<file path="src/rtl/mosaic_ctrl_pkg.sv">
// Shared types and index constants for the mosaic board-level run controller.
//   state_t   : run sequencer states
//   LED_*     : bit positions inside led_o
//   SW_*      : bit positions inside sw_i
package mosaic_ctrl_pkg;

    typedef enum logic [2:0] {
        IDLE = 3'd0,
        RST  = 3'd1,
        RUN  = 3'd2,
        DONE = 3'd3,
        ERR  = 3'd4
    } state_t;

    localparam int LED_DONE = 0;
    localparam int LED_BUSY = 1;
    localparam int LED_ERR  = 2;
    localparam int LED_HB   = 3;

    localparam int SW_RUN  = 0;
    localparam int SW_MODE = 1;

endpackage

</file>
<file path="src/rtl/sw_debounce.sv">
// Two-flop synchroniser followed by a debouncer for one raw switch.
//   clk, reset : clock, async active-high reset
//   d_i        : raw (asynchronous) switch level
//   q_o        : debounced level; follows d_i after DEBOUNCE_CYCLES
//                consecutive disagreeing cycles (2 + DEBOUNCE_CYCLES total)
module sw_debounce #(
    parameter int DEBOUNCE_CYCLES = 1000
) (
    input  logic clk,
    input  logic reset,
    input  logic d_i,
    output logic q_o
);

    localparam int CW = $clog2(DEBOUNCE_CYCLES + 1);

    logic          sync1_q, sync2_q;
    logic          q_q;
    logic [CW-1:0] cnt_q;

    always_ff @(posedge clk or posedge reset) begin
        if (reset) begin
            sync1_q <= 1'b0;
            sync2_q <= 1'b0;
            q_q     <= 1'b0;
            cnt_q   <= '0;
        end else begin
            sync1_q <= d_i;
            sync2_q <= sync1_q;
            // Any cycle that agrees with the accepted level restarts the count.
            if (sync2_q == q_q) begin
                cnt_q <= '0;
            end else if (cnt_q == CW'(DEBOUNCE_CYCLES - 1)) begin
                q_q   <= sync2_q;
                cnt_q <= '0;
            end else begin
                cnt_q <= cnt_q + CW'(1);
            end
        end
    end

    assign q_o = q_q;

endmodule

</file>
<file path="src/rtl/mosaic_run_ctrl.sv">
// Board-level run controller for N mosaic pipelines.
//   clk, reset  : clock, async active-high reset
//   sw_i        : raw switches, [0] run request, [1] mode (1 = continuous)
//   pl_status_i : per-pipeline done level
//   pl_reset_o  : registered active-high reset to all pipelines
//   led_o       : [0] done, [1] busy, [2] error, [3] heartbeat,
//                 [NUM_LED-1:4] low bits of run_count_o (all lag state by 1)
//   run_count_o : saturating count of completed runs
module mosaic_run_ctrl
    import mosaic_ctrl_pkg::*;
#(
    parameter int N_PIPES         = 1,
    parameter int NUM_LED         = 4,
    parameter int DEBOUNCE_CYCLES = 1000,
    parameter int PL_RESET_CYCLES = 8,
    parameter int TIMEOUT_CYCLES  = 1048576,
    parameter int HEARTBEAT_DIV   = 25000000,
    parameter int CNT_W           = 8
) (
    input  logic               clk,
    input  logic               reset,
    input  logic [1:0]         sw_i,
    input  logic [N_PIPES-1:0] pl_status_i,
    output logic               pl_reset_o,
    output logic [NUM_LED-1:0] led_o,
    output logic [CNT_W-1:0]   run_count_o
);

    localparam int RC_W = $clog2(PL_RESET_CYCLES + 1);
    localparam int TO_W = $clog2(TIMEOUT_CYCLES + 1);
    localparam int HB_W = $clog2(HEARTBEAT_DIV + 1);

    logic [1:0] sw_db;

    for (genvar g = 0; g < 2; g++) begin : g_sw
        sw_debounce #(.DEBOUNCE_CYCLES(DEBOUNCE_CYCLES)) u_db (
            .clk   (clk),
            .reset (reset),
            .d_i   (sw_i[g]),
            .q_o   (sw_db[g])
        );
    end

    logic run, mode, run_rise, all_done;
    logic run_prev_q;

    assign run      = sw_db[SW_RUN];
    assign mode     = sw_db[SW_MODE];
    assign run_rise = run & ~run_prev_q;
    assign all_done = &pl_status_i;

    state_t            state_q;
    logic              pl_reset_q;
    logic [RC_W-1:0]   rst_cnt_q;
    logic [TO_W-1:0]   to_cnt_q;
    logic [CNT_W-1:0]  run_cnt_q;

    // pl_reset_q is updated alongside each transition so it reflects the
    // state being entered, keeping the pipeline reset glitch-free.
    always_ff @(posedge clk or posedge reset) begin
        if (reset) begin
            state_q    <= IDLE;
            pl_reset_q <= 1'b1;
            rst_cnt_q  <= '0;
            to_cnt_q   <= '0;
            run_cnt_q  <= '0;
            run_prev_q <= 1'b0;
        end else begin
            run_prev_q <= run;
            case (state_q)
                IDLE: begin
                    if (run_rise) begin
                        state_q   <= RST;
                        rst_cnt_q <= '0;
                    end
                end
                RST: begin
                    if (!run) begin
                        state_q <= IDLE;
                    end else if (rst_cnt_q == RC_W'(PL_RESET_CYCLES - 1)) begin
                        state_q    <= RUN;
                        pl_reset_q <= 1'b0;
                        to_cnt_q   <= '0;
                    end else begin
                        rst_cnt_q <= rst_cnt_q + RC_W'(1);
                    end
                end
                RUN: begin
                    to_cnt_q <= to_cnt_q + TO_W'(1);
                    // Completion wins over a coincident timeout or abort.
                    if (all_done) begin
                        state_q <= DONE;
                        if (run_cnt_q != '1) run_cnt_q <= run_cnt_q + CNT_W'(1);
                    end else if (to_cnt_q == TO_W'(TIMEOUT_CYCLES - 1)) begin
                        state_q    <= ERR;
                        pl_reset_q <= 1'b1;
                    end else if (!run) begin
                        state_q    <= IDLE;
                        pl_reset_q <= 1'b1;
                    end
                end
                DONE: begin
                    // Pipeline stays out of reset so its results can be read.
                    if (!run) begin
                        state_q    <= IDLE;
                        pl_reset_q <= 1'b1;
                    end else if (mode) begin
                        state_q    <= RST;
                        pl_reset_q <= 1'b1;
                        rst_cnt_q  <= '0;
                    end
                end
                ERR: begin
                    if (!run) state_q <= IDLE;
                end
                default: begin
                    state_q    <= IDLE;
                    pl_reset_q <= 1'b1;
                end
            endcase
        end
    end

    logic [HB_W-1:0] hb_cnt_q;
    logic            hb_q;
    logic [3:0]      led_lo;
    logic [NUM_LED-1:0] led_d, led_q;

    always_comb begin
        led_lo           = '0;
        led_lo[LED_DONE] = (state_q == DONE);
        led_lo[LED_BUSY] = (state_q == RST) || (state_q == RUN);
        led_lo[LED_ERR]  = (state_q == ERR);
        led_lo[LED_HB]   = hb_q;
    end

    if (NUM_LED > 4) begin : g_led_wide
        logic [NUM_LED-5:0] led_hi;
        for (genvar i = 0; i < NUM_LED - 4; i++) begin : g_bit
            if (i < CNT_W) begin : g_cnt
                assign led_hi[i] = run_cnt_q[i];
            end else begin : g_zero
                assign led_hi[i] = 1'b0;
            end
        end
        assign led_d = {led_hi, led_lo};
    end else begin : g_led_narrow
        assign led_d = led_lo;
    end

    always_ff @(posedge clk or posedge reset) begin
        if (reset) begin
            hb_cnt_q <= '0;
            hb_q     <= 1'b0;
            led_q    <= '0;
        end else begin
            if (hb_cnt_q == HB_W'(HEARTBEAT_DIV - 1)) begin
                hb_cnt_q <= '0;
                hb_q     <= ~hb_q;
            end else begin
                hb_cnt_q <= hb_cnt_q + HB_W'(1);
            end
            led_q <= led_d;
        end
    end

    assign pl_reset_o  = pl_reset_q;
    assign led_o       = led_q;
    assign run_count_o = run_cnt_q;

endmodule
</file>
<file path="config.mk">
export PLATFORM = sky130hd
export DESIGN_NAME = mosaic_run_ctrl
export DESIGN_NICKNAME = d
export VERILOG_FILES = /design/src/rtl/mosaic_ctrl_pkg.sv /design/src/rtl/sw_debounce.sv /design/src/rtl/mosaic_run_ctrl.sv
export SDC_FILE = /design/constraint.sdc
export NUM_CORES = 1
export LEC_CHECK = 0
export ABC_CLOCK_PERIOD_IN_PS = 3400
export BUFFER_PORTS_ARGS = -buffer_cell sky130_fd_sc_hd__buf_2
export CAP_MARGIN = 30
export CORE_ASPECT_RATIO = 1.4
export CORE_MARGIN = 2
export CORE_UTILIZATION = 50
export CTS_CLUSTER_SIZE = 24
export DETAILED_ROUTE_END_ITERATION = 8
export PLACE_DENSITY = 0.74
export SYNTH_ARGS = -nofsm -noshare
export SYNTH_HDL_FRONTEND = slang
export SYNTH_SLANG_ARGS = --single-unit
</file>
<file path="constraint.sdc">
create_clock -name clk -period 3.4 [get_ports clk]
set_clock_uncertainty 0.1 [all_clocks]
set_input_delay 0.51 -clock clk [delete_from_list [all_inputs] [get_ports clk]]
set_output_delay 0.51 -clock clk [all_outputs]
set_load 0.05 [all_outputs]
</file>
### Word-level counts from Yosys, hierarchy flattened

Cells that the tools add are included.

* bits in registers: 94
* output and inout bits: 13
* logic and storage cells: 94

* add/subtract/negate cells: 6
* eq/ne operators: 22
* muxes and demuxes: 31
* bitwise gates (word level): 6
* reductions and logical operators: 12

Operators with widths (number)
* 21-bit two-way mux: 2
* 21-bit one-hot mux with 2 select lines: 1
* 10-bit two-way mux: 4
* 25-bit by 1-bit adder with 25-bit output, second input constant: 1
* 25-bit equality test, second input constant: 1
* 25-bit two-way mux: 1
* 3-bit two-way mux: 8
* 21-bit by 1-bit adder with 21-bit output, second input constant: 1
* 21-bit by 20-bit equality test with 1-bit output, second input constant: 1
* 10-bit by 1-bit adder with 10-bit output, second input constant: 2
* 10-bit equality test, second input constant: 2
* 4-bit two-way mux: 5
* 3-bit one-hot mux with 5 select lines: 1
* 4-bit one-hot mux with 3 select lines: 1
* 6-bit AND reduction: 2
* 3-bit AND reduction: 3
* 8-bit by 1-bit adder with 8-bit output, second input constant: 1
* 2-bit != test, second input constant: 4
* 8-bit != test, second input constant: 1
* 1-bit two-way mux: 7
* 3-bit by 2-bit equality test with 1-bit output, second input constant: 2
* 2-bit by 1-bit != test with 1-bit output, second input constant: 3
* 3-bit != test, second input constant: 2
* 1-bit inverter: 5
* 14 further kinds: 16

### Longest topological paths before layout

Gate-level depths: netlist (run 1).

* word-level depth: 4
* mapped depth: 7
* mapped depth without buffers: 5

### Cells and area by module

Synthesis (run 1) repeated with hierarchy kept, for this count alone.

* cells, all modules: 437
* area total of the unflattened synthesis: 4621.9 um^2

Modules (own cells, without submodules)
* mosaic_run_ctrl: times used 1, cells each 319, area an instance 3370.7 um^2, seq. area each 1702.9 um^2
* sw_debounce: times used 2, cells each 59, area an instance 625.6 um^2, seq. area each 325.3 um^2

### Least setup slack after synthesis (run 1)

No wires, ideal clock.

* kind: register to register
* start: register run_cnt_q[0] (netlist: run_count_o[0])
* end: register run_cnt_q[1] (netlist: run_count_o[1])
* library setup time: 0.125 ns
* arrival: 1.791 ns
* required time: 3.175 ns
* setup slack: 1.385 ns
* cell stages (with the launch flop): 6
* buffers on the path: 1
* period minus slack after synthesis: 2.015 ns
* cells stage by stage: dfrtp_1 ha_1 nand2_1 o311a_1 clkbuf_1 mux2_2

* longest elaborated chain between the ends: 2

RTL lines
* start: declaration: RTL line mosaic_run_ctrl.sv:56 `logic [CNT_W-1:0] run_cnt_q;`
* start signal: assignment: RTL line mosaic_run_ctrl.sv:93 `if (run_cnt_q != '1) run_cnt_q <= run_cnt_q + CNT_W'(1);`
* branches (longest 2 deep; another with 8-bit by 1-bit adder with 8-bit output)

Several ways; the timed one is not identified.
A chain may end at the register's enable or synchronous reset.

### Worst setup path after layout (run 1)

* start: register state_q[1]
* end: register to_cnt_q[19]

* longest elaborated chain between the ends: 3

RTL lines
* start: declaration: RTL line mosaic_run_ctrl.sv:52 `state_t state_q;`
* start signal: assignment: RTL line mosaic_run_ctrl.sv:62 `state_q <= IDLE;`
* start signal: assignment: RTL line mosaic_run_ctrl.sv:73 `state_q <= RST;`
* start signal: assignment: RTL line mosaic_run_ctrl.sv:79 `state_q <= IDLE;`
* 3-bit by 1-bit equality test with 1-bit output or 3-bit by 2-bit equality test with 1-bit output (tied branches): RTL line mosaic_run_ctrl.sv:70 `case (state_q)`
* 2-bit by 1-bit != test with 1-bit output (no line) (tied with other cells)
* 3-bit AND reduction (no line)
* end signal: assignment: RTL line mosaic_run_ctrl.sv:89 `to_cnt_q <= to_cnt_q + TO_W'(1);`
* end: declaration: RTL line mosaic_run_ctrl.sv:55 `logic [TO_W-1:0] to_cnt_q;`

Several ways; a longest one is shown, not always the timed one.

==> impl_results.md, run 1 <==
* Final setup vio count at 0
* Net count after synthesis at about 470
* Seq/Total Area, Yosys at roughly half
* Setup bufs post-CTS at 0
* Share of cells above drive strength 1 at 11.5%
* Initial antenna violation count at 0
* DP HPWL at 6130 um
* Crit-path slowest cell: dfrtp_1
* Final Hold Fails at 0
* Reg2reg path depth at 6
* Pre-antenna DRT Iters at 4
* Clk root buf: clkbuf_16
* Total track usage at 19.0%
* Core Region at 9030 sq um
* Buffers on Ports at 17
* Worst path max stage delay at 640 ps
* Fillers at 777
* Slew @ Worst Pin at 928 ps
* Die area at 10100 sq um
* GRT overflow at 0
* Vias per cell at between 5 and 6
* Maximum fanout along the worst path at 22
* Area grow syn2layout at 10.0%
* Crit path capture type: flop
* FMAX at 403 MHz
* CP Cell Sequence: nor3b_4 > buf_4 > a21oi_1 > buf_4 > or4_1 > mux2_1
* Final setup TNS at 0 ps
* Met1 WL at 3830 um
* DR DRC count at 0
* Iter 0 DRT Violations at 175
* Vias in the first global route at 3429
* Resize count post-CTS at 0
* Crit path DAT at 2600 ps
* Die width at 85.4 um
* Drt total wl at just under 9000 um
* DR top layer: met4
* Clock sink count at 94
* Worst path bufs/invs at 2
* CP delay by family, top: simple AND/OR/NAND/NOR gates
* Number of synthesized flops with an enable pin at 0
* Leak at 2.23 nW
* Mapped cell area at 4630 sq um
* Min-Delay Path Class: in -> reg
* Slew margin rel. at 37.7%
* GP Congestion at around 0.82
* First-pass GRT wire length at 15500 um
* CTS tree: done
* IO Pins at 18
* Routed Antenna Nets at 0
* Synth Area per Inst at 10.0 sq um
* Max-cap violations at 0
* Max Buffers Root-to-Sink at 2
* Ys flop type: dfrtp_1
* Routed wl met3 at 312 um
* CP Launch Type: flop
* CTS Buf Count at 9
* WL/cell at approximately 15 um
* RSZ-0062 raised after global routing: no
* Initial Utilization at about half
* Final Cycle Share at 72.9%
* Power per cell area at 417 nW/um^2
* Final min period at 2480 ps
* Post-Syn Instances at 463
* Synth Warn # at 0
* WHS Path Cells at 1
* VDD IR max at 0.000267 V
* Largest net degree at the start of global routing at 51
* WL met2 at approximately 4400 um
* Status: finished, final reports clean
* Die Span Y at 118 um
* Critical path depth at 6
* Pins over their slew limit at 0
* Number of diodes at 0
* Post-CTS Hold Buffers at 0
* Via count of the routed design at 3485
* Worst hold slack at 174 ps
* Cell repeated most along the worst path: buf_4
* Ys async rst share at 100%
* Distinct cells, synth at 59
* Clock transition at path regs at 60 ps
* Crit Path Category: reg -> reg
* Seq cells post-synth at 94
* Final Net Count at between 400 and 500
* H-tree depth at 3
* Worst skew pair latency at approximately 340 ps
* CP Data Required Time at around 3500 ps
* Num rows at 41
-- routing by layer --
layer | vias to the layer above | global-route usage [%]
met3 | 14 | 2.95
li1 | 1709 | -
met1 | 1700 | 24.5
met5 | - | 0
met2 | 62 | 31.1
met4 | 0 | 8.83
-- registers in the layout (all words and copies together), names as in the netlist --
name	flops
g_sw.u_db.sync2_q	2
g_sw.u_db.q_o	2
run_prev_q	1
rst_cnt_q	4
to_cnt_q	21
state_q	3
hb_q	1
led_o	4
g_sw.u_db.sync1_q	2
g_sw.u_db.cnt_q	20
hb_cnt_q	25
pl_reset_o	1
run_count_o	8
-- worst paths after layout --
check	from	end	slack, ps
setup / recovery	state_q[1]	to_cnt_q[19]	920
hold / removal	sw_i[1]	g_sw[1].u_db.sync1_q	170
setup reg to reg	state_q[1]	to_cnt_q[19]	920
hold reg to reg	g_sw[0].u_db.sync1_q	g_sw[0].u_db.sync2_q	260
max in group asynchronous	reset	pl_reset_o	2200
min in group asynchronous	reset	g_sw[0].u_db.cnt_q[9]	210
-- Yosys cell counts (4+ instances only) --
library cell,count,area (sq um)
xor2_1,17,149
o31ai_1,10,75.1
nand4_1,22,138
nor4_1,7,43.8
buf_2,5,25.0
nor3_1,11,55.1
o21ai_0,22,110
nand3_1,24,120
nand2_1,42,158
a21oi_1,21,105
dfrtp_1,93,2330
clkbuf_1,8,30.0
ha_1,6,75.1
or3_1,10,62.6
and2_1,4,25.0
or4_1,15,113
nand2b_1,4,25.0
xnor2_1,26,228
nor2_1,40,150
and3_1,11,68.8
inv_1,13,48.8
-- where the power goes --
part           internal, mW  switching, mW  total (mW)
Combinational        0.0108         0.0305      0.0413
Sequential             1.13        0.00586        1.13
Clock                 0.553          0.398       0.951
-- cell usage in the layout (no fill, tap or decap), types with 4 or more instances in the layout --
master / n
inv_1: 12
and3_1: 11
nand2_1: 42
a21oi_1: 21
nor4_1: 7
clkbuf_16: 9
or3_1: 10
ha_1: 6
or4_1: 15
dfrtp_1: 93
xnor2_1: 26
nand2b_1: 4
nor3_1: 11
o31ai_1: 10
nand3_1: 24
and2_1: 4
nor2_1: 40
nand4_1: 22
o21ai_0: 22
buf_2: 17
xor2_1: 17
buf_4: 5
-- stage by stage --
step | setup WS [ps] | instance area (sq um) | std cells | utilization [%] | power, mW
detailed placement | 962 | 4810 | 576 | 53.3 | 1.20
floorplan | 343 | 4630 | 463 | - | 1.18
finish | 920 | 5100 | 592 | 56.5 | 2.13
CTS | 936 | 5100 | 592 | 56.5 | 2.15
global placement | 1030 | 4810 | 576 | 53.3 | 1.19
global route | 812 | 5100 | 592 | 56.5 | 2.20
-- kinds of logic (layout without fill, tap and decap cells) --
group	Yosys count	count (layout)	share of synthesized area (%)
muxes	6	6	1.40
DFF	94	94	50.8
AOI/OAI and AO/OA	72	72	9.58
buffers and inverters	29	51	2.81
xor gates and xnor gates	43	43	8.13
adders and majority gates	6	6	1.62
and+or+nand+nor	213	213	25.7
-- area by class of cell --
cell class	instances	area, sq um	share of cell area [%]
multi-input cells	340	2150	42.2
well taps	107	134	2.63
clock buffers	13	270	5.30
inverters	13	50.0	0.982
repair buffers	22	123	2.40
clock inverters	3	17.5	0.344
flip-flops and latches	94	2350	46.2
(Power assumes the default switching activity.)
==> inputs of run 2 (changes only) <==
--- a/config.mk
+++ b/config.mk
@@ -5,7 +5,7 @@
 export SDC_FILE = /design/constraint.sdc
 export NUM_CORES = 1
 export LEC_CHECK = 0
-export ABC_CLOCK_PERIOD_IN_PS = 3400
+export ABC_CLOCK_PERIOD_IN_PS = 2000
 export BUFFER_PORTS_ARGS = -buffer_cell sky130_fd_sc_hd__buf_2
 export CAP_MARGIN = 30
 export CORE_ASPECT_RATIO = 1.4
@@ -13,7 +13,7 @@
 export CORE_UTILIZATION = 50
 export CTS_CLUSTER_SIZE = 24
 export DETAILED_ROUTE_END_ITERATION = 8
-export PLACE_DENSITY = 0.74
+export PLACE_DENSITY = 0.76
 export SYNTH_ARGS = -nofsm -noshare
 export SYNTH_HDL_FRONTEND = slang
 export SYNTH_SLANG_ARGS = --single-unit
==> constraint.sdc (replaced) <==
create_clock -name clk -period 2 [get_ports clk]
set_clock_uncertainty 0.1 [all_clocks]
set_input_delay 0.3 -clock clk [delete_from_list [all_inputs] [get_ports clk]]
set_output_delay 0.3 -clock clk [all_outputs]
set_load 0.05 [all_outputs]
==> run 2 against run 1 <==
  * Via count up 7.3%
  * Critical path depth down 1
  * Combinational power up 92%
  * Sequential share of layout area down 3.2 points
  * Critical endpoint is now to_cnt_q[17]
  * Non-clock buffer count up 43
  * Wire length up 13%
  * First-iteration DRC count up 0.57%
  * Maximum frequency up 24%
==> impl_results.md, run 2 (synthesis results as in run 1) <==
* Power share of the combinational group at 2.2%
* Clock power share at 45.6%
* Pins over their slew limit at 0
* Most flop-heavy register: hb_cnt_q
* Final Hold Fails at 0
* Final Non-Filler Cells at 635
* Min-Delay Path Class: reg -> reg
* Reg-to-reg startpoint: to_cnt_q[2]
* Clock sink count at 94
* Initial antenna violation count at 0
* H-tree depth at 3
* CP Cell Sequence: and3_4 > or3b_4 > buf_6 > or4_1 > a21oi_2
* GRT overflow at 0
* M2 GR Usage at 35.4%
* Reg2reg path depth at 5
* FMAX at 501 MHz
* Pre-antenna DRT Iters at 4
* Final Cycle Share at between 90 and 100%
* Vias in the first global route at 3833
* Buffers on Ports at 17
* CP delay by family, top: simple AND/OR/NAND/NOR gates
* Worst path bufs/invs at 1
* Total chip power at 3.69 mW
* Cells after DPL at between 600 and 700
* Die Span Y at ~120 um
* Crit Path Category: reg -> reg
* WHS Path Cells at 0
* Sw Pwr at roughly 770 uW
* Max Buffers Root-to-Sink at 2
* Core Region at 9030 sq um
* Status: finished, final reports clean
* Max reg flops at 25
* Final Net Count at 534
* Drt total wl at 9830 um
* Die width at 85.4 um
* Final min period at 2000 ps
* Largest net degree at the start of global routing at 34
* DP HPWL at 7040 um
* Die area at 10100 sq um
* Crit path capture type: flop
* Clk root buf: clkbuf_16
* RSZ-0062 raised after global routing: yes
* Slew margin rel. at 65.3%
* Sw Ratio at 21.0%
* Total track usage at 20.5%
* First-pass GRT wire length at 16800 um
* Cell-internal power at just under 3 mW
* CTS tree: done
* Vias per cell at 5.89
* Crit-path slowest cell: or4_1
* Worst skew pair latency at ~340 ps
* IO Pins at 18
* CP Launch Type: flop
* Share of cells above drive strength 1 at 20.1%
* Crit path DAT at 2170 ps
* Util after Layout at 60.8%
* Max-cap violations at 0
* Top Registers: hb_cnt_q x25, to_cnt_q x21, g_sw.u_db.cnt_q x20
* Clock transition at path regs at 70 ps
* M1 GR Usage at 23.8%
* Power per cell area at 672 nW/um^2
* Slew @ Worst Pin at 520 ps
* Iter 0 DRT Violations at 176
* Worst path max stage delay at 490 ps
* Met3 Track Usage GR at 4.42%
* Num rows at 41
* Seq pwr share at 52.2%
* Initial Utilization at 51.3%
* Final setup vio count at 0
* Maximum fanout along the worst path at 10
* Commonest non-fill, non-tap cell in the layout: dfrtp_1
* Most frequent cells in the layout: 90 x dfrtp_1, 42 x nand2_1, 42 x buf_4
* Worst hold start: g_sw[1].u_db.sync1_q
* WL/cell at about 15 um
* Area grow syn2layout at 18.4%
* VDD IR max at around 0.00048 V
* Via count of the routed design at 3740
* Critical path depth at 5
* Worst hold slack at 250 ps
* Number of diodes at 0
* DR DRC count at 0
* Gr busiest metal: met2
* CTS Buf Count at 9
* Worst Setup SP: to_cnt_q[2]
* GP Congestion at 0.839
* Leak at 2.44 nW
* Routed Antenna Nets at 0
* CP Data Required Time at between 2000 and 2500 ps
## run 2: worst register-to-register path, stage by stage (launching register included)
cell,delay (ps)
dfrtp_1,420
and3_4,230
or3b_4,390
buf_6,150
or4_1,490
a21oi_2,140
## run 2: through the flow
stage | area, sq um | TNS (ps) | worst slack, ps
final | 5490 | 0 | 4.29
after CTS | 5430 | 0 | 0.737
after floorplan | 4640 | 0 | 16.2
after global routing | 5490 | -417 | -67.6
after detailed placement | 5110 | -76.6 | -46.4
after global placement | 5110 | 0 | 44.3
## run 2: repair_timing
item,in CTS,in global routing
hold buffers,3,0
gates cloned,0,0
setup endpoints to repair,2,11
resized for setup,1,10
endpoints found under the hold margin,21,0
pin swaps,3,8
buffers inserted,0,3
## run 2: layer usage
layer	vias to the layer above	part of all wire, %
met3	23	2.5
met4	0	2.1
met2	59	55
met5	-	0
met1	1867	40
li1	1791	-
## run 2: path summary, 6_finish.rpt
kind	endpoint	slack (ps)
min in group asynchronous	g_sw[0].u_db.cnt_q[6]	440
worst max register to register	to_cnt_q[17]	4
max in group asynchronous	led_o[3]	740
worst min-delay path	g_sw[1].u_db.sync2_q	250
worst min register to register	g_sw[1].u_db.sync2_q	250
worst max-delay path	to_cnt_q[17]	4
## run 2: layout make-up
| type | instances | area (sq um) |
|---|---|---|
| well taps | 107 | 134 |
| fillers | 739 | 3540 |
| clock buffers | 11 | 233 |
| inverters | 13 | 52.6 |
| clock inverters | 5 | 58.8 |
| flip-flops and latches | 94 | 2360 |
| repair buffers | 65 | 473 |
| multi-input cells | 340 | 2180 |
## run 2: power by group through the flow
stage,Clock [mW],Sequential [mW],Combinational (mW)
6_report,1.68,1.93,0.0793
5_1_grt,1.80,1.93,0.0923
4_1_cts,1.72,1.92,0.0833
3_5_place_dp,0,1.96,0.0787
3_3_place_gp,0,1.96,0.0760
2_1_floorplan,0,1.96,0.0483
